### config.mk
export PLATFORM = sky130hd
export DESIGN_NAME = trap_control_flat
export DESIGN_NICKNAME = d
export VERILOG_FILES = /design/src/rtl/trap_control_if.sv /design/src/rtl/trap_control.sv /design/src/flat_wrapper.sv
export SDC_FILE = /design/constraint.sdc
export NUM_CORES = 1
export LEC_CHECK = 0
export ABC_AREA = 1
export CORE_AREA = 2 2 121 123
export DETAILED_ROUTE_END_ITERATION = 10
export DIE_AREA = 0 0 123 125
export DONT_BUFFER_PORTS = 1
export PLACE_DENSITY_LB_ADDON = 0.25
export SETUP_SLACK_MARGIN = 0.05
export SLEW_MARGIN = 20
export SYNTH_ARGS = -nofsm -noshare
export SYNTH_HDL_FRONTEND = slang
export SYNTH_SLANG_ARGS = --single-unit
export TNS_END_PERCENT = 10
### constraint.sdc
create_clock -name clk -period 4 [get_ports clk]
set_clock_uncertainty 0.05 [all_clocks]
set_input_delay 1.2 -clock clk [delete_from_list [all_inputs] [get_ports clk]]
set_output_delay 1.2 -clock clk [all_outputs]
set_load 0.005 [all_outputs]
### src/rtl/trap_control_if.sv
// trap_control_if: bundle between the writeback stage / CSR file and trap_control.
//   Instruction side : valid_in, pc_in, csr_op/address/old/operand/src_zero,
//                      exception flags, is_mret.
//   CSR file inputs  : eip, tip, sip, trap_vector, mret_vector.
//   CSR file outputs : write_enable/address/data, retired, traped, mret, ecp,
//                      trap_cause, interupt, rd_write_allow.
//   Fetch outputs    : redirect, redirect_target, flush.
// master = writeback/CSR side driving the instruction; slave = trap_control.
interface trap_control_if;
  logic        valid_in;
  logic [31:0] pc_in;
  logic [1:0]  csr_op;
  logic [11:0] csr_address;
  logic [31:0] csr_old;
  logic [31:0] csr_operand;
  logic        csr_src_zero;
  logic        exc_fetch_misaligned;
  logic        exc_illegal;
  logic        exc_ebreak;
  logic        exc_load_misaligned;
  logic        exc_store_misaligned;
  logic        exc_ecall;
  logic        is_mret;
  logic        eip;
  logic        tip;
  logic        sip;
  logic [31:0] trap_vector;
  logic [31:0] mret_vector;

  logic        write_enable;
  logic [11:0] write_address;
  logic [31:0] write_data;
  logic        retired;
  logic        traped;
  logic        mret;
  logic [31:0] ecp;
  logic [3:0]  trap_cause;
  logic        interupt;
  logic        rd_write_allow;
  logic        redirect;
  logic [31:0] redirect_target;
  logic        flush;

  modport master (
    output valid_in, pc_in, csr_op, csr_address, csr_old, csr_operand, csr_src_zero,
           exc_fetch_misaligned, exc_illegal, exc_ebreak, exc_load_misaligned,
           exc_store_misaligned, exc_ecall, is_mret, eip, tip, sip, trap_vector, mret_vector,
    input  write_enable, write_address, write_data, retired, traped, mret, ecp, trap_cause,
           interupt, rd_write_allow, redirect, redirect_target, flush
  );

  modport slave (
    input  valid_in, pc_in, csr_op, csr_address, csr_old, csr_operand, csr_src_zero,
           exc_fetch_misaligned, exc_illegal, exc_ebreak, exc_load_misaligned,
           exc_store_misaligned, exc_ecall, is_mret, eip, tip, sip, trap_vector, mret_vector,
    output write_enable, write_address, write_data, retired, traped, mret, ecp, trap_cause,
           interupt, rd_write_allow, redirect, redirect_target, flush
  );
endinterface

### src/rtl/trap_control.sv
// trap_control: writeback-side controller for the machine-mode CSR file.
// For each accepted instruction it selects one outcome: interrupt, exception,
// mret, or normal retire (with optional CSR read-modify-write). Traps and mret
// produce a registered fetch redirect followed by a fixed-length flush window
// during which incoming instructions are ignored.
// Ports:
//   clk   - clock
//   reset - synchronous active-high reset
//   bus   - trap_control_if.slave (instruction, CSR file and fetch signals)
// Parameters:
//   FLUSH_CYCLES - cycles flush stays high after the redirect cycle (>= 1)
module trap_control #(
  parameter int unsigned FLUSH_CYCLES = 2
) (
  input logic           clk,
  input logic           reset,
  trap_control_if.slave bus
);

  localparam int unsigned CntW = $clog2(FLUSH_CYCLES + 1);

  typedef enum logic [0:0] {StRun, StFlush} state_e;

  state_e          state_q, state_d;
  logic [CntW-1:0] cnt_q, cnt_d;
  logic            redirect_q, redirect_d;
  logic [31:0]     redirect_target_q, redirect_target_d;

  // Decode of the accepted instruction
  logic        accept;
  logic        irq_pending;
  logic        exc_pending;
  logic        take_trap;
  logic        take_mret;
  logic [3:0]  irq_cause;
  logic [3:0]  exc_cause;
  logic        csr_write;
  logic [31:0] csr_wdata;

  always_comb begin
    accept      = bus.valid_in && (state_q == StRun);
    irq_pending = bus.eip || bus.sip || bus.tip;
    exc_pending = bus.exc_fetch_misaligned || bus.exc_illegal || bus.exc_ebreak ||
                  bus.exc_ecall || bus.exc_load_misaligned || bus.exc_store_misaligned;
    take_trap   = accept && (irq_pending || exc_pending);
    take_mret   = accept && !irq_pending && !exc_pending && bus.is_mret;

    // Interrupt priority: external > software > timer
    if (bus.eip)      irq_cause = 4'd11;
    else if (bus.sip) irq_cause = 4'd3;
    else              irq_cause = 4'd7;

    if (bus.exc_fetch_misaligned)      exc_cause = 4'd0;
    else if (bus.exc_illegal)          exc_cause = 4'd2;
    else if (bus.exc_ebreak)           exc_cause = 4'd3;
    else if (bus.exc_ecall)            exc_cause = 4'd11;
    else if (bus.exc_load_misaligned)  exc_cause = 4'd4;
    else                               exc_cause = 4'd6;

    // RS/RC with a zero source never write, so they cannot fault on read-only CSRs
    csr_write = accept && !irq_pending && !exc_pending && !bus.is_mret &&
                (bus.csr_op != 2'b00) && ((bus.csr_op == 2'b01) || !bus.csr_src_zero);

    unique case (bus.csr_op)
      2'b01:   csr_wdata = bus.csr_operand;
      2'b10:   csr_wdata = bus.csr_old | bus.csr_operand;
      2'b11:   csr_wdata = bus.csr_old & ~bus.csr_operand;
      default: csr_wdata = '0;
    endcase
  end

  // State register
  always_ff @(posedge clk) begin
    if (reset) begin
      state_q           <= StRun;
      cnt_q             <= '0;
      redirect_q        <= 1'b0;
      redirect_target_q <= '0;
    end else begin
      state_q           <= state_d;
      cnt_q             <= cnt_d;
      redirect_q        <= redirect_d;
      redirect_target_q <= redirect_target_d;
    end
  end

  // Next-state logic
  always_comb begin
    state_d           = state_q;
    cnt_d             = cnt_q;
    redirect_d        = 1'b0;
    redirect_target_d = redirect_target_q;
    unique case (state_q)
      StRun: begin
        if (take_trap || take_mret) begin
          state_d           = StFlush;
          cnt_d             = CntW'(FLUSH_CYCLES);
          redirect_d        = 1'b1;
          redirect_target_d = take_trap ? bus.trap_vector : bus.mret_vector;
        end
      end
      StFlush: begin
        // The redirect cycle plus FLUSH_CYCLES further cycles are spent here
        if (cnt_q == '0) state_d = StRun;
        else             cnt_d   = cnt_q - CntW'(1);
      end
      default: state_d = StRun;
    endcase
  end

  // Outputs
  always_comb begin
    bus.write_enable    = csr_write;
    bus.write_address   = csr_write ? bus.csr_address : 12'h000;
    bus.write_data      = csr_write ? csr_wdata : 32'h0;
    bus.retired         = accept && !irq_pending && !exc_pending;
    bus.traped          = take_trap;
    bus.mret            = take_mret;
    bus.ecp             = take_trap ? bus.pc_in : 32'h0;
    bus.interupt        = take_trap && irq_pending;
    bus.trap_cause      = !take_trap ? 4'd0 : (irq_pending ? irq_cause : exc_cause);
    bus.rd_write_allow  = accept && !irq_pending && !exc_pending && !bus.is_mret;
    bus.redirect        = redirect_q;
    bus.redirect_target = redirect_target_q;
    bus.flush           = (state_q == StFlush);
  end

endmodule

### src/flat_wrapper.sv
// flat-port wrapper written by rule: the top's interface ports become plain ports
module trap_control_flat 
#(
  parameter int unsigned FLUSH_CYCLES = 2
)
  (clk, reset, bus_valid_in, bus_pc_in, bus_csr_op, bus_csr_address, bus_csr_old, bus_csr_operand, bus_csr_src_zero, bus_exc_fetch_misaligned, bus_exc_illegal, bus_exc_ebreak, bus_exc_load_misaligned, bus_exc_store_misaligned, bus_exc_ecall, bus_is_mret, bus_eip, bus_tip, bus_sip, bus_trap_vector, bus_mret_vector, bus_write_enable, bus_write_address, bus_write_data, bus_retired, bus_traped, bus_mret, bus_ecp, bus_trap_cause, bus_interupt, bus_rd_write_allow, bus_redirect, bus_redirect_target, bus_flush);
  trap_control_if bus_i ();
  input logic clk;
  input logic reset;
  input wire logic [$bits(bus_i.valid_in)-1:0] bus_valid_in;
  input wire logic [$bits(bus_i.pc_in)-1:0] bus_pc_in;
  input wire logic [$bits(bus_i.csr_op)-1:0] bus_csr_op;
  input wire logic [$bits(bus_i.csr_address)-1:0] bus_csr_address;
  input wire logic [$bits(bus_i.csr_old)-1:0] bus_csr_old;
  input wire logic [$bits(bus_i.csr_operand)-1:0] bus_csr_operand;
  input wire logic [$bits(bus_i.csr_src_zero)-1:0] bus_csr_src_zero;
  input wire logic [$bits(bus_i.exc_fetch_misaligned)-1:0] bus_exc_fetch_misaligned;
  input wire logic [$bits(bus_i.exc_illegal)-1:0] bus_exc_illegal;
  input wire logic [$bits(bus_i.exc_ebreak)-1:0] bus_exc_ebreak;
  input wire logic [$bits(bus_i.exc_load_misaligned)-1:0] bus_exc_load_misaligned;
  input wire logic [$bits(bus_i.exc_store_misaligned)-1:0] bus_exc_store_misaligned;
  input wire logic [$bits(bus_i.exc_ecall)-1:0] bus_exc_ecall;
  input wire logic [$bits(bus_i.is_mret)-1:0] bus_is_mret;
  input wire logic [$bits(bus_i.eip)-1:0] bus_eip;
  input wire logic [$bits(bus_i.tip)-1:0] bus_tip;
  input wire logic [$bits(bus_i.sip)-1:0] bus_sip;
  input wire logic [$bits(bus_i.trap_vector)-1:0] bus_trap_vector;
  input wire logic [$bits(bus_i.mret_vector)-1:0] bus_mret_vector;
  output wire logic [$bits(bus_i.write_enable)-1:0] bus_write_enable;
  output wire logic [$bits(bus_i.write_address)-1:0] bus_write_address;
  output wire logic [$bits(bus_i.write_data)-1:0] bus_write_data;
  output wire logic [$bits(bus_i.retired)-1:0] bus_retired;
  output wire logic [$bits(bus_i.traped)-1:0] bus_traped;
  output wire logic [$bits(bus_i.mret)-1:0] bus_mret;
  output wire logic [$bits(bus_i.ecp)-1:0] bus_ecp;
  output wire logic [$bits(bus_i.trap_cause)-1:0] bus_trap_cause;
  output wire logic [$bits(bus_i.interupt)-1:0] bus_interupt;
  output wire logic [$bits(bus_i.rd_write_allow)-1:0] bus_rd_write_allow;
  output wire logic [$bits(bus_i.redirect)-1:0] bus_redirect;
  output wire logic [$bits(bus_i.redirect_target)-1:0] bus_redirect_target;
  output wire logic [$bits(bus_i.flush)-1:0] bus_flush;
  assign bus_i.valid_in = bus_valid_in;
  assign bus_i.pc_in = bus_pc_in;
  assign bus_i.csr_op = bus_csr_op;
  assign bus_i.csr_address = bus_csr_address;
  assign bus_i.csr_old = bus_csr_old;
  assign bus_i.csr_operand = bus_csr_operand;
  assign bus_i.csr_src_zero = bus_csr_src_zero;
  assign bus_i.exc_fetch_misaligned = bus_exc_fetch_misaligned;
  assign bus_i.exc_illegal = bus_exc_illegal;
  assign bus_i.exc_ebreak = bus_exc_ebreak;
  assign bus_i.exc_load_misaligned = bus_exc_load_misaligned;
  assign bus_i.exc_store_misaligned = bus_exc_store_misaligned;
  assign bus_i.exc_ecall = bus_exc_ecall;
  assign bus_i.is_mret = bus_is_mret;
  assign bus_i.eip = bus_eip;
  assign bus_i.tip = bus_tip;
  assign bus_i.sip = bus_sip;
  assign bus_i.trap_vector = bus_trap_vector;
  assign bus_i.mret_vector = bus_mret_vector;
  assign bus_write_enable = bus_i.write_enable;
  assign bus_write_address = bus_i.write_address;
  assign bus_write_data = bus_i.write_data;
  assign bus_retired = bus_i.retired;
  assign bus_traped = bus_i.traped;
  assign bus_mret = bus_i.mret;
  assign bus_ecp = bus_i.ecp;
  assign bus_trap_cause = bus_i.trap_cause;
  assign bus_interupt = bus_i.interupt;
  assign bus_rd_write_allow = bus_i.rd_write_allow;
  assign bus_redirect = bus_i.redirect;
  assign bus_redirect_target = bus_i.redirect_target;
  assign bus_flush = bus_i.flush;
  trap_control #(.FLUSH_CYCLES(FLUSH_CYCLES)) u_core (.clk(clk), .reset(reset), .bus(bus_i));
endmodule
# Word level (Yosys, flattened, before mapping)
# Cells that the tools add are included.
# W data, S select, Z words.
# word_totals
ff_bits,36
input_bits,188
elab_cells,62
# classes
addsub,1
n_eq_ne,5
mux,20
bitwise,4
reduce_logical,28
# ops
operator,n
$mux W32,3
$pmux W32 S3,1
$and A32 B32 Y32,1
$not A32 Y32,1
$or A32 B32 Y32,1
$mux W4,7
$mux W12,1
$logic_or A1 B1 Y1,10
$logic_and A1 B1 Y1,9
$mux W2,3
$eq A2 B2 Y1 const B,2
$logic_not A1 Y1,4
$ne A2 B2 Y1 const B,2
$pmux W2 S2,1
$reduce_and A2 Y1,2
$mux W3,1
$eq A2 B1 Y1 const B,1
$logic_not A2 Y1,1
$mux W1,2
$pmux W1 S2,1
$reduce_bool A2 Y1,1
$reduce_or A2 Y1,1
$sub A2 B1 Y2 const B,1
$not A1 Y1,1

# Longest topological paths before layout
# Gate-level depths: netlist (run 1).
# depth
ltp_word,11
depth_mapped,10
ltp_nobuf,9

# Worst setup path before layout (run 1)
# Ideal clock, no wire load.
# synth_timing
kind,input port to output port
start,input bus_eip
end,output bus_write_data[23]
t_arrival_ns,2.146
required_time_ns,2.750
setup_slack_ns,0.604
stages,8
cell_sequence,nor2_2 -> nand2_1 -> nor2_2 -> nand2_2 -> nor2_4 -> nand2_4 -> buf_6 -> a21oi_2
# synth_between
elab_chain_len,9
# synth_lines
element,line_no,rtl
from (decl),flat_wrapper.sv:24,input wire logic [$bits(bus_i.eip)-1:0] bus_eip;
$logic_or A1 B1 Y1 (2 in series),trap_control.sv:42,irq_pending = bus.eip || bus.sip || bus.tip;
$logic_not A1 Y1,-,
$logic_and A1 B1 Y1 (3 in series),-,
named net bus_rd_write_allow,flat_wrapper.sv:38,output wire logic [$bits(bus_i.rd_write_allow)-1:0] bus_rd_write_allow;
$logic_and A1 B1 Y1,trap_control.sv:61,csr_write = accept && !irq_pending && !exc_pending && !bus.is_mret &&
$logic_and A1 B1 Y1,trap_control.sv:62,(bus.csr_op != 2'b00) && ((bus.csr_op == 2'b01) || !bus.csr_src_zero);
$mux W32,trap_control.sv:115,bus.write_data = csr_write ? csr_wdata : 32'h0;
to (decl),flat_wrapper.sv:31,output wire logic [$bits(bus_i.write_data)-1:0] bus_write_data;
# The timed path passes the listed nets, and every way through them passes these cells.

# Worst setup path in the final report (run 1)
# layout_timing
start,input bus_eip
end,output bus_write_data[19]
# The elaborated chain is that of the path after synthesis.

==> metrics.txt, run 1 <==
status complete, no violations; first drt pass iteration count 6; number of library cell types mapped by synthesis 25; die width 123 um; post-CTS setup repair buffer count 0; final hold vios 0; fin. max-slew vios 0; routability cong. 0.8530; Yosys top cell by area dfxtp_1; ANT cells 0; critical-path cell list nor2_2 > nand2_1 > nor2_2 > nand2_2 > nor2_4 > nand2_8 > a21oi_1; Hold Crit Depth 1; most frequent cells after synthesis 155 x nor2_1, 131 x nand2_1, 92 x inv_1, 66 x nand3_1, 36 x dfxtp_1; worst min-delay path class register to register; vias 3,493; drt total wl 12,210 um; reg2reg path depth 9; area grow syn2layout 9.173%; Post-route DRC 0; Peak VDD IR 0.1938 mV; level count of the clock H-tree 2; Post-Syn Area per Cell 5.465 um^2; Syn Nets 773; PwrDens 341.8 nW/um^2; Fin Hold WS 0.4211 ns; CTS Buf Count 5; ys flop type dfxtp_1; FF+latch count, synth 36; Yosys Warn Count 0; Worst-path clk slew 0.06 ns; post-synth top area share 0.2258; Setup-failing EPs final 0; share of layout cells above drive strength 1 0.09364; Worst Slack Setup Final 0.2920 ns; post-route antenna net violation count 0; unrepaired setup endpoints after global routing false; EDFF count, synth 0; fin crit share 0.9270; critical path capture point type primary output; total global-route track usage 0.1473; ys async rst share 0; max cap viols 0; Final min period 3.708 ns; Setup WS pre-CTS 0.1766 ns; Static Leak 1.807 nW; DR WL/cell 16.27 um; register area share after synthesis 0.2258; Startpoint Class input pin; Worst Path Required 2.75 ns; Setup TNS Final 0 ns; Max Fclk 269.7 MHz; port buffer count 0; kind of critical path input pin to primary output; worst slew pin tran 0.7433 ns; Core ar. 14,200 um^2; Via density 4.657; Final nets 754; arrival time worst endpoint 2.46 ns; CTS tree yes; hold_buf cts 0; count leader, synth nor2_1; die area 15,380 um^2; # IOs 308; Slew HR 0.5039; Clock Path Buffers 2; slowest stage cell, crit path a21oi_1; critical path's largest stage delay 0.26 ns; DR iter-0 viols 184; crit-path most repeated cell nor2_2; Die Ht 125 um; initial antenna violation count 0; Synth area leaders dfxtp_1 23%, nor2_1 18%, nand2_1 15%; GRT Residual Overflow 0; worst-path maximum fanout 45; vias in the first global route 3,215; Root Buffer clkbuf_16; Cell Area, Synth 3192 um^2; CTS sink cnt 36; initial core utilization 0.2247; row cnt 44; HPWL after DPL 9941 um; largest net degree at the start of global routing 46; first-pass GRT wire length 17,650 um; Clk Latency, worst-skew pair 0.28 ns; Syn Inst Count 584
## logic make-up after synthesis
group	after synthesis	synth area share
simple gates	379	0.5045
buf+inv	128	0.1772
compound gates	40	0.08859
flops	36	0.2258
fa+ha+maj	1	0.003919
## state kept, by name (all words and copies together) (netlist names)
name and flops:
u_core.cnt_q 2, u_core.bus.redirect_target 32, u_core.bus.flush 1, u_core.bus.redirect 1
## worst paths after layout
path                                        end  slack (ns)              from
setup / recovery             bus_write_data[19]        0.29           bus_eip
hold / removal                  u_core.cnt_q[0]        0.42   u_core.cnt_q[0]
setup reg to reg  u_core.bus.redirect_target[5]        2.01  u_core.bus.flush
hold reg to reg                 u_core.cnt_q[0]        0.42   u_core.cnt_q[0]
## routing by layer
metal  vias to the layer above  share of wire  wire length [um]  GRT usage
met3                        10          0.094              1145    0.04243
li1                       1725              -                 -          -
met5                         -              0                 0          0
met4                         0          0.011               129    0.03008
met1                      1574           0.40              4827     0.1731
met2                       184           0.50              6104     0.2636
## cell usage in the layout (no fill, tap or decap)
| cell type | instances |
|---|---|
| o31ai_1 | 2 |
| nor2_2 | 17 |
| nand3_2 | 1 |
| nand3_1 | 66 |
| a21oi_1 | 8 |
| o21ai_0 | 2 |
| o21ai_4 | 1 |
| inv_1 | 92 |
| nand2_4 | 1 |
| clkbuf_8 | 2 |
| inv_2 | 2 |
| a22oi_1 | 19 |
| clkbuf_16 | 5 |
| nor2_4 | 2 |
| dfxtp_1 | 36 |
| nand2_8 | 1 |
| nor2_8 | 1 |
| buf_12 | 1 |
| buf_4 | 7 |
| nor4_1 | 1 |
| ha_1 | 1 |
| nand2_2 | 3 |
| nor2_1 | 155 |
| bufinv_16 | 1 |
| a21oi_2 | 8 |
| nand2_1 | 131 |
## power breakdown
group	internal [mW]	leakage, nW	switching (mW)
logic	0.0969	1.42	0.190
registers	0.392	0.297	0.0279
clock network	0.328	0.0901	0.156
## area by class of cell
cell class | count | area, um^2
fillers | 1660 | 10720
multi-input cells | 420 | 1926
flip-flops and latches | 36 | 720.7
inverters | 94 | 352.8
well taps | 184 | 230.2
clock buffers | 7 | 152.6
repair buffers | 8 | 72.57
clock inverters | 1 | 30.03
## worst max-delay path: cells and delay by family
kind | cells | cell delay [ns]
compound gates | 1 | 0.26
simple gates | 6 | 0.98
## through the flow
step           area, um^2  power [mW]  utilization  cells
6_report             3485       1.191       0.2453    750
4_1_cts              3476       1.212       0.2447    750
3_5_place_dp         3293      0.7189       0.2319    742
5_1_grt              3485       1.274       0.2453    750
3_3_place_gp         3293      0.7123       0.2319    742
2_1_floorplan        3192      0.6531            -    584
## what timing repair did
action / in CTS / in global routing
endpoints found under the hold margin: 0 / 0
setup endpoints to repair: 0 / 5
gates resized for setup: 0 / 1
Power figures use the tool's default switching activity.
==> run 2, diff against run 1 <==
- PLACE_DENSITY_LB_ADDON: 0.25 -> unset
- TNS_END_PERCENT: 10 -> 5
==> metrics.txt, run 2 (synthesis gave the netlist of run 1 again) <==
level count of the clock H-tree 2 (unchanged); Core ar. 14,200 um^2 (unchanged); initial antenna violation count 0 (unchanged); hold_buf cts 0 (unchanged); critical-path cell list nor2_2 > nand2_1 > nor2_2 > nand2_2 > nor2_4 > nand2_4 > a21oi_1; largest net degree at the start of global routing 66 (+43%); initial core utilization 0.2247 (unchanged); arrival time worst endpoint 2.59 ns (+0.13 ns); critical path capture point type primary output; row cnt 44 (unchanged); fin. max-slew vios 0 (unchanged); busiest metal layer after global routing met2; worst path buffer plus inverter count 0 (unchanged); worst slew pin tran 1.024 ns (+0.2807 ns); status complete, no violations; switching power 358.3 uW (-4.2%); Worst Path Required 2.75 ns (about the same); Peak VDD IR 0.1577 mV (-19%); Fin Hold WS 0.4035 ns (-0.01756 ns); area grow syn2layout 7.370%; Logic pwr share 0.261 (+0.020); first-pass GRT wire length 15,330 um (-13%); DR WL/cell 14.41 um (-11%); Worst path top cell family by delay simple AND/OR/NAND/NOR gates; critical path's largest stage delay 0.33 ns (+0.07 ns); unrepaired setup endpoints after global routing false; final hold vios 0 (unchanged); vias in the first global route 2,773 (-14%); crit-path most repeated cell nor2_2; max cap viols 0 (unchanged); Final min period 3.837 ns (+0.1292 ns); fin crit share 0.9593 (+0.03229); M2 GR Usage 0.2177 (-0.04582); Sequential Power Share 0.391 (+0.039); ANT cells 0 (unchanged); PwrDens 313.0 nW/um^2 (-8.4%); routability cong. 0.9315 (+9.2%); worst min-delay path class register to register; Setup TNS Final 0 ns (unchanged); first drt pass iteration count 4 (-2); internal power 714.3 uW (-13%); Power Total 1.073 mW (-9.9%); GRT Residual Overflow 0 (unchanged); grt met1 use 0.1619 (-0.01119); DR iter-0 viols 200 (+8.7%); drt total wl 10,800 um (-12%); # IOs 308 (unchanged); Via density 4.515 (-3.0%); share of layout cells above drive strength 1 0.08850 (-0.005144); most common cell after layout, fill and taps aside nor2_1; Setup-failing EPs final 0 (unchanged); switching power share of the total 0.3340 (+0.02004); port buffer count 0 (unchanged); kind of critical path input pin to primary output; slowest stage cell, crit path a21oi_1; Max Fclk 260.6 MHz (-3.4%); Final nets 754 (unchanged); die area 15,380 um^2 (unchanged); Clock Path Buffers 2 (unchanged); Post-route DRC 0 (unchanged); worst-path maximum fanout 45 (unchanged); die width 123 um (unchanged); Die Ht 125 um (unchanged); CTS resizes 0 (unchanged); Root Buffer clkbuf_16; Startpoint Class input pin; vias 3,382 (-3.2%); Slew HR 0.3131 (-0.1908); CTS sink cnt 36 (unchanged); most frequent cells in the layout 155 x nor2_1, 131 x nand2_1, 92 x inv_1; HPWL after DPL 8505 um (-14%); total global-route track usage 0.1274 (-0.01988); max FFs per register 32 (unchanged); met3 Use GR 0.02874 (-0.01369); post-route antenna net violation count 0 (unchanged); CTS Buf Count 5 (unchanged); # fillers 1,644 (-0.96%); post-CTS setup repair buffer count 0 (unchanged); clock network power share 0.348 (-0.059); Worst-path clk slew 0.06 ns (about the same); Static Leak 1.786 nW (-1.2%); Clk Latency, worst-skew pair 0.28 ns (about the same); CTS tree yes
[run 2: metrics by stage]
| step | cells | utilization | setup slack [ns] | area (um^2) |
|---|---|---|---|---|
| finish | 749 | 0.2413 | 0.1628 | 3427 |
| global route | 749 | 0.2413 | 0.05339 | 3427 |
| floorplan | 584 | - | 0.6045 | 3192 |
| detailed placement | 742 | 0.2319 | 0.1971 | 3293 |
| CTS | 749 | 0.2413 | 0.1951 | 3427 |
| global placement | 742 | 0.2319 | 0.2610 | 3293 |
[run 2: area by class of cell]
class	instances	area, um^2	share of cell area
multi-input combinational	420	1917	0.5593
sequential	36	720.7	0.2103
inverter	94	352.8	0.1030
tap	184	230.2	0.06718
clock buffer	6	128.9	0.03761
timing repair buffer	8	72.57	0.02118
clock inverter	1	5.005	0.001460
[run 2: worst paths after layout]
check / from / to / slack [ns] / depth (start not counted)
max: bus_exc_illegal / bus_write_data[19] / 0.16 / 7
min: u_core.cnt_q[0] / u_core.cnt_q[0] / 0.40 / 1
max reg2reg: u_core.bus.flush / u_core.bus.redirect_target[0] / 1.98 / 9
min reg2reg: u_core.cnt_q[0] / u_core.cnt_q[0] / 0.40 / 1
[run 2: power groups by stage]
stage	sequential, mW	combinational [mW]	clock (mW)
after global routing	0.424	0.325	0.408
final	0.420	0.279	0.373
after CTS	0.421	0.283	0.395
after detailed placement	0.429	0.283	0
after global placement	0.428	0.282	0
after floorplan	0.417	0.236	0
[run 2: layer usage]
layer | part of all wire | wire length, um
met4 | 0.0098 | 106
met1 | 0.41 | 4469
met5 | 0 | 0
met3 | 0.097 | 1045
met2 | 0.48 | 5174
